$ cat config.mk
export PLATFORM = sky130hd
export DESIGN_NAME = pulse_gen
export DESIGN_NICKNAME = d
export VERILOG_FILES = /design/src/rtl/pulse_gen.sv
export SDC_FILE = /design/constraint.sdc
export NUM_CORES = 1
export LEC_CHECK = 0
export ABC_AREA = 1
export ABC_CLOCK_PERIOD_IN_PS = 2200
export CAP_MARGIN = 20
export CORE_AREA = 2 2 91 93
export DETAILED_ROUTE_END_ITERATION = 6
export DIE_AREA = 0 0 93 95
export DONT_BUFFER_PORTS = 1
export GPL_ROUTABILITY_DRIVEN = 0
export GPL_TIMING_DRIVEN = 0
export HOLD_SLACK_MARGIN = 0.1
export PLACE_DENSITY = 0.45
export SYNTH_ARGS = -nofsm -noshare
export SYNTH_HDL_FRONTEND = slang
export SYNTH_SLANG_ARGS = --single-unit
$ cat constraint.sdc
create_clock -name clk -period 2.2 [get_ports clk]
set_input_delay 0.66 -clock clk [delete_from_list [all_inputs] [get_ports clk]]
set_output_delay 0.66 -clock clk [all_outputs]
set_load 0.03 [all_outputs]
$ cat src/rtl/pulse_gen.sv
// Programmable pulse-train transmitter: num pulses of hi_len cycles separated by lo_len low cycles.
// Optional pulse counter output enabled by defining PULSE_GEN_CNT_EN.
module pulse_gen #(
  parameter int LEN_W = 8,
  parameter int NUM_W = 8
) (
  input  logic             clk,
  input  logic             rst_n,
  input  logic             start,
  input  logic             abort,
  input  logic [LEN_W-1:0] hi_len,
  input  logic [LEN_W-1:0] lo_len,
  input  logic [NUM_W-1:0] num,
  output logic             pulse_out,
  output logic             busy,
  output logic             done,
`ifdef PULSE_GEN_CNT_EN
  output logic [NUM_W-1:0] pulse_cnt,
`endif
  output logic [1:0]       dbg_state
);

  typedef enum logic [1:0] {
    S_IDLE = 2'd0,
    S_HIGH = 2'd1,
    S_LOW  = 2'd2
  } state_e;

  localparam logic [LEN_W-1:0] LEN_ONE = LEN_W'(1);
  localparam logic [NUM_W-1:0] NUM_ONE = NUM_W'(1);

  state_e           state_q;
  logic [LEN_W-1:0] hi_q;
  logic [LEN_W-1:0] lo_q;
  logic [LEN_W-1:0] len_cnt_q;
  logic [NUM_W-1:0] rem_q;
  logic [LEN_W-1:0] hi_eff;
  logic [LEN_W-1:0] lo_eff;

  // A zero length is treated as a one-cycle phase.
  assign hi_eff    = (hi_len == '0) ? LEN_ONE : hi_len;
  assign lo_eff    = (lo_len == '0) ? LEN_ONE : lo_len;
  assign dbg_state = state_q;

  always_ff @(posedge clk or negedge rst_n) begin
    if (!rst_n) begin
      state_q   <= S_IDLE;
      hi_q      <= '0;
      lo_q      <= '0;
      len_cnt_q <= '0;
      rem_q     <= '0;
      pulse_out <= 1'b0;
      busy      <= 1'b0;
      done      <= 1'b0;
`ifdef PULSE_GEN_CNT_EN
      pulse_cnt <= '0;
`endif
    end else begin
      done <= 1'b0;
      if (abort) begin
        state_q   <= S_IDLE;
        pulse_out <= 1'b0;
        busy      <= 1'b0;
      end else begin
        case (state_q)
          S_IDLE: begin
            if (start) begin
              if (num == '0) begin
                done <= 1'b1;
              end else begin
                hi_q      <= hi_eff;
                lo_q      <= lo_eff;
                rem_q     <= num;
                len_cnt_q <= hi_eff - LEN_ONE;
                state_q   <= S_HIGH;
                pulse_out <= 1'b1;
                busy      <= 1'b1;
`ifdef PULSE_GEN_CNT_EN
                // Clear and count the first rising edge in one step.
                pulse_cnt <= NUM_ONE;
`endif
              end
            end
          end
          S_HIGH: begin
            if (len_cnt_q != '0) begin
              len_cnt_q <= len_cnt_q - LEN_ONE;
            end else if (rem_q <= NUM_ONE) begin
              // Last pulse: no trailing low gap, straight to done.
              rem_q     <= '0;
              state_q   <= S_IDLE;
              pulse_out <= 1'b0;
              busy      <= 1'b0;
              done      <= 1'b1;
            end else begin
              rem_q     <= rem_q - NUM_ONE;
              len_cnt_q <= lo_q - LEN_ONE;
              state_q   <= S_LOW;
              pulse_out <= 1'b0;
            end
          end
          S_LOW: begin
            if (len_cnt_q != '0) begin
              len_cnt_q <= len_cnt_q - LEN_ONE;
            end else begin
              len_cnt_q <= hi_q - LEN_ONE;
              state_q   <= S_HIGH;
              pulse_out <= 1'b1;
`ifdef PULSE_GEN_CNT_EN
              pulse_cnt <= pulse_cnt + NUM_ONE;
`endif
            end
          end
          default: begin
            state_q   <= S_IDLE;
            pulse_out <= 1'b0;
            busy      <= 1'b0;
          end
        endcase
      end
    end
  end

endmodule

Word-level counts from Yosys, hierarchy flattened
Index checks and enable logic that the tools add are counted.

storage, ports and cells
  register bits = 37
  input port bits = 28
  output and inout bits = 5
  word-level logic and storage cells = 76

cells by class
  $add $sub $neg = 5
  order comparisons = 1
  equal/unequal tests = 12
  multiplexer cells = 36
  bitwise operators = 2
  reduce and logical (&&, ||, !) cells = 12

operators with widths
  kind                   count
  $mux W8                11
  $sub A8 B1 Y8 const B  5
  $logic_not A8 Y1       3
  $pmux W8 S3            1
  $ne A3 B3 Y1 const B   6
  $pmux W8 S2            1
  $reduce_and A5 Y1      3
  $mux W1                13
  $mux W2                6
  $le A8 B1 Y1 const B   1
  $ne A2 B2 Y1 const B   4
  $reduce_and A4 Y1      2
  $reduce_bool A8 Y1     1
  $pmux W1 S3            2
  $pmux W2 S3            1
  $reduce_bool A3 Y1     1
  $eq A2 B1 Y1 const B   1
  $eq A2 B2 Y1 const B   1
  $logic_not A2 Y1       1
  $not A1 Y1             2
  $pmux W1 S2            1
  $reduce_bool A2 Y1     1

Longest topological paths before layout
  depth in word-level cells = 6
  depth in mapped cells = 13
  depth with buffers taken out = 13

Worst setup path after synthesis
OpenSTA, ideal clock, no wires.

  path type = reg2reg
  from = register, netlist name pulse_out
  to = register len_cnt_q[6]
  setup time = 116 ps
  arrival = 1804 ps
  setup slack = 280 ps
  stages on the path, launching flop included = 10
  buffers on the path = 1
  period minus slack after synthesis = 1920 ps
  path through = dfrtp_1 > inv_1 > ha_1 > inv_1 > clkbuf_1 > o21ai_0 > a21oi_1 > nor2_1 > nand2_1 > nand2_1

RTL lines
  what                  RTL line  source
  end signal, assigned  74        len_cnt_q <= hi_eff - LEN_ONE;
  end signal, assigned  87        len_cnt_q <= len_cnt_q - LEN_ONE;
  end signal, assigned  97        len_cnt_q <= lo_q - LEN_ONE;
  end, declared         35        logic [LEN_W-1:0] len_cnt_q;

==> impl_metrics.ini <==
[outcome]
status = finished, final reports clean

[logic_synthesis]
ys_warn_count = 0
yosys.cell_types.count = 32
synth-async-reset-ratio_pct = 100
ys.flop_type = dfrtp_1
synthesis.instances = 402
yosysTopAreaCell = dfrtp_1
synth_top_area_share_pct = 33.3
syn_nets = 442
synth.ff_latch_count = 36
ys_top_cells_by_area = dfrtp_1, nand2_1, inv_1, nand3_1, ha_1
synth.most_common_cell = nand2_1
netlist_area_um2 = 2710
synth_edf_count = 0
syn_area_per_cell_um2 = 6.74
synth.top_cells.by_count = nand2_1, inv_1, nor2_1
ys_seq_area_share_pct = 33.3

[critical_path]
cp.arrival_ns = 2.11
r2r_cells = 7
worstSetupStartpointType = register
path_class = reg2reg
startpoint = pulse_out$_DFFE_PN0P_
worstSetupEndpointType = register
required_ns = 2.42
r2r_start = pulse_out$_DFFE_PN0P_
worst-path-max-fanout = 10

[clock_network]
clock_path_buffers = 2
cts-root-buf = clkbuf_8
clkLatencyLatePin_ns = 0.30
tritoncts = yes
htreeDepth = 2
post_cts_buffers = 0
cts_made_buffers = 5
cts.sinks = 36
clk_pin_slew_ns = 0.09

[finish]
area_delta_synth_final_pct = 11.6
nNetsFinal = 449
antenna_cells = 0
layout-drive-gt1-share_pct = 11.2

[timing]
setup-tns-final_ns = 0
fin_crit_ns = 1.90
skew_ns = 0.0100
maxSlewHeadroom_pct = 74.1
slew_viol_final = 0
fin_ws_ns = 0.301
rsz0062_at_grt = no
hold_viol = 0
setup-violations-final = 0
min_period_over_period_pct = 86.3
holdWs_ns = 0.189
worst_pin_slew_ns = 0.386
timing.fmax_ghz = 0.527

[place]
dp_slack_ns = -0.0916
dpl.hpwl_mm = 5.66
io_buffers = 0

[drt]
antenna_left = 0
drt_iter0_markers = 84
drt-pass1-iter-count = 4
routedWlPerCell_um = 14.1
drt-total-wl_mm = 7.28
drc = 0
drt-vias-per-instance = 4.84
vias = 2491

[global_routing]
grt.overflow.total = 0
grt_pass1_wl_mm = 12.4
grt_max_degree = 37
grt_pass1_vias = 2508
antenna_found_initial = 0
grt.total_usage_pct = 18.1

[power_and_ir_drop]
p_sw_mw = 2.07
seqPwrFrac_pct = 29.1
power_density_nw_per_um2 = 1470
p_int_mw = 2.37
switching_share_pct = 46.6
p_total_mw = 4.44
power_frac_clock_pct = 19.1
ir_worst_vdd_v = 0.000409
p_leak_nw = 1.50
comb_power_share_pct = 51.9

[job]
maxCapViolations = 0

[floorplan]
dieArea_um2 = 8840
initial_core_util_pct = 34.2
die_h_um = 95
pin_count = 33
rows = 33
coreArea_um2 = 7930
floorplan.die.width_um = 93

[hold_path]
hold_class = in2async
[power by group through the flow]
stage | sequential, mW | clock [mW] | combinational (mW)
floorplan | 1.23 | 0 | 1.82
global placement | 1.30 | 0 | 2.29
detailed placement | 1.30 | 0 | 2.29
CTS | 1.29 | 0.858 | 2.32
global route | 1.34 | 0.886 | 2.68
finish | 1.29 | 0.847 | 2.30
[layout by cell type, fill, tap and decap left out, types with 2 or more instances in the layout]
cell type	count
nand3_1	37
o21ai_0	30
inv_2	7
nand2_1	108
inv_1	53
nand4_1	5
a21oi_1	11
xor2_1	5
dfrtp_2	2
or2_2	4
o22ai_1	6
xnor2_1	3
clkbuf_2	2
nand2_2	3
nor3_1	5
buf_2	2
dfrtp_1	34
o21ai_1	14
bufinv_16	3
nor2_4	2
nand3_2	2
ha_1	12
o21ai_2	3
clkbuf_8	5
nor2_1	38
buf_6	3
[worst paths after layout]
| kind | end | slack [ns] |
|---|---|---|
| min reg2reg | len_cnt_q[2]$_DFFE_PN0P_ | 0.52 |
| max in group asynchronous | dbg_state[1]$_DFFE_PN0P_ | 1.79 |
| max | hi_q[0]$_DFFE_PN0P_ | 0.30 |
| min in group clk | done$_DFF_PN0_ | 0.42 |
| min | hi_q[1]$_DFFE_PN0P_ | 0.19 |
| max reg2reg | hi_q[0]$_DFFE_PN0P_ | 0.30 |
[critical path: stages, from the launching register on]
cell	delay (ns)
dfrtp_2	0.51
inv_1	0.15
ha_1	0.24
nand2_1	0.11
nor3_2	0.36
buf_2	0.29
nand2_1	0.07
o21ai_0	0.09
[metrics by stage]
step           std cells  util (%)  cell area, µm²
2_1_floorplan        402         -            2710
3_3_place_gp         507      35.8            2840
3_5_place_dp         507      35.8            2840
4_1_cts              515      38.0            3020
5_1_grt              515      38.1            3020
6_report             515      38.1            3020
[flip-flops by register name (all words and copies together) (netlist names)]
name and flops:
hi_q 8, len_cnt_q 8, lo_q 8, rem_q 8, busy 1, dbg_state 1, done 1, pulse_out 1
[per-layer routing]
| layer | GRT usage (%) | wire length (µm) | vias to the layer above |
|---|---|---|---|
| li1 | - | - | 1297 |
| met1 | 24.0 | 3560 | 1155 |
| met2 | 30.9 | 3450 | 33 |
| met3 | 3.03 | 200 | 6 |
| met4 | 4.53 | 76 | 0 |
| met5 | 0 | 0 | - |
[timing repair]
action / 4_1_cts / 5_1_grt
endpoints found under the hold margin: 36 / 0
resized for setup: 1 / 6
endpoints found under the setup margin: 2 / 11
hold buffers: 1 / 0
[cells by family after synthesis]
logic type | share of synthesized area, %
compound gates | 13.4
xor+xnor | 2.59
fa+ha+maj | 5.55
buf+inv | 10.9
flops | 33.3
simple gates | 34.3
[cell type report]
class                   count  area, µm²
repair buffers              1       20.0
clock buffers               5       68.8
plain buffers               8       61.3
flip-flops and latches     36        903
clock inverters             3       90.1
fillers                   898       4900
inverters                  62        236
well taps                 105        131
multi-input cells         295       1510
(Power assumes the default switching activity.)
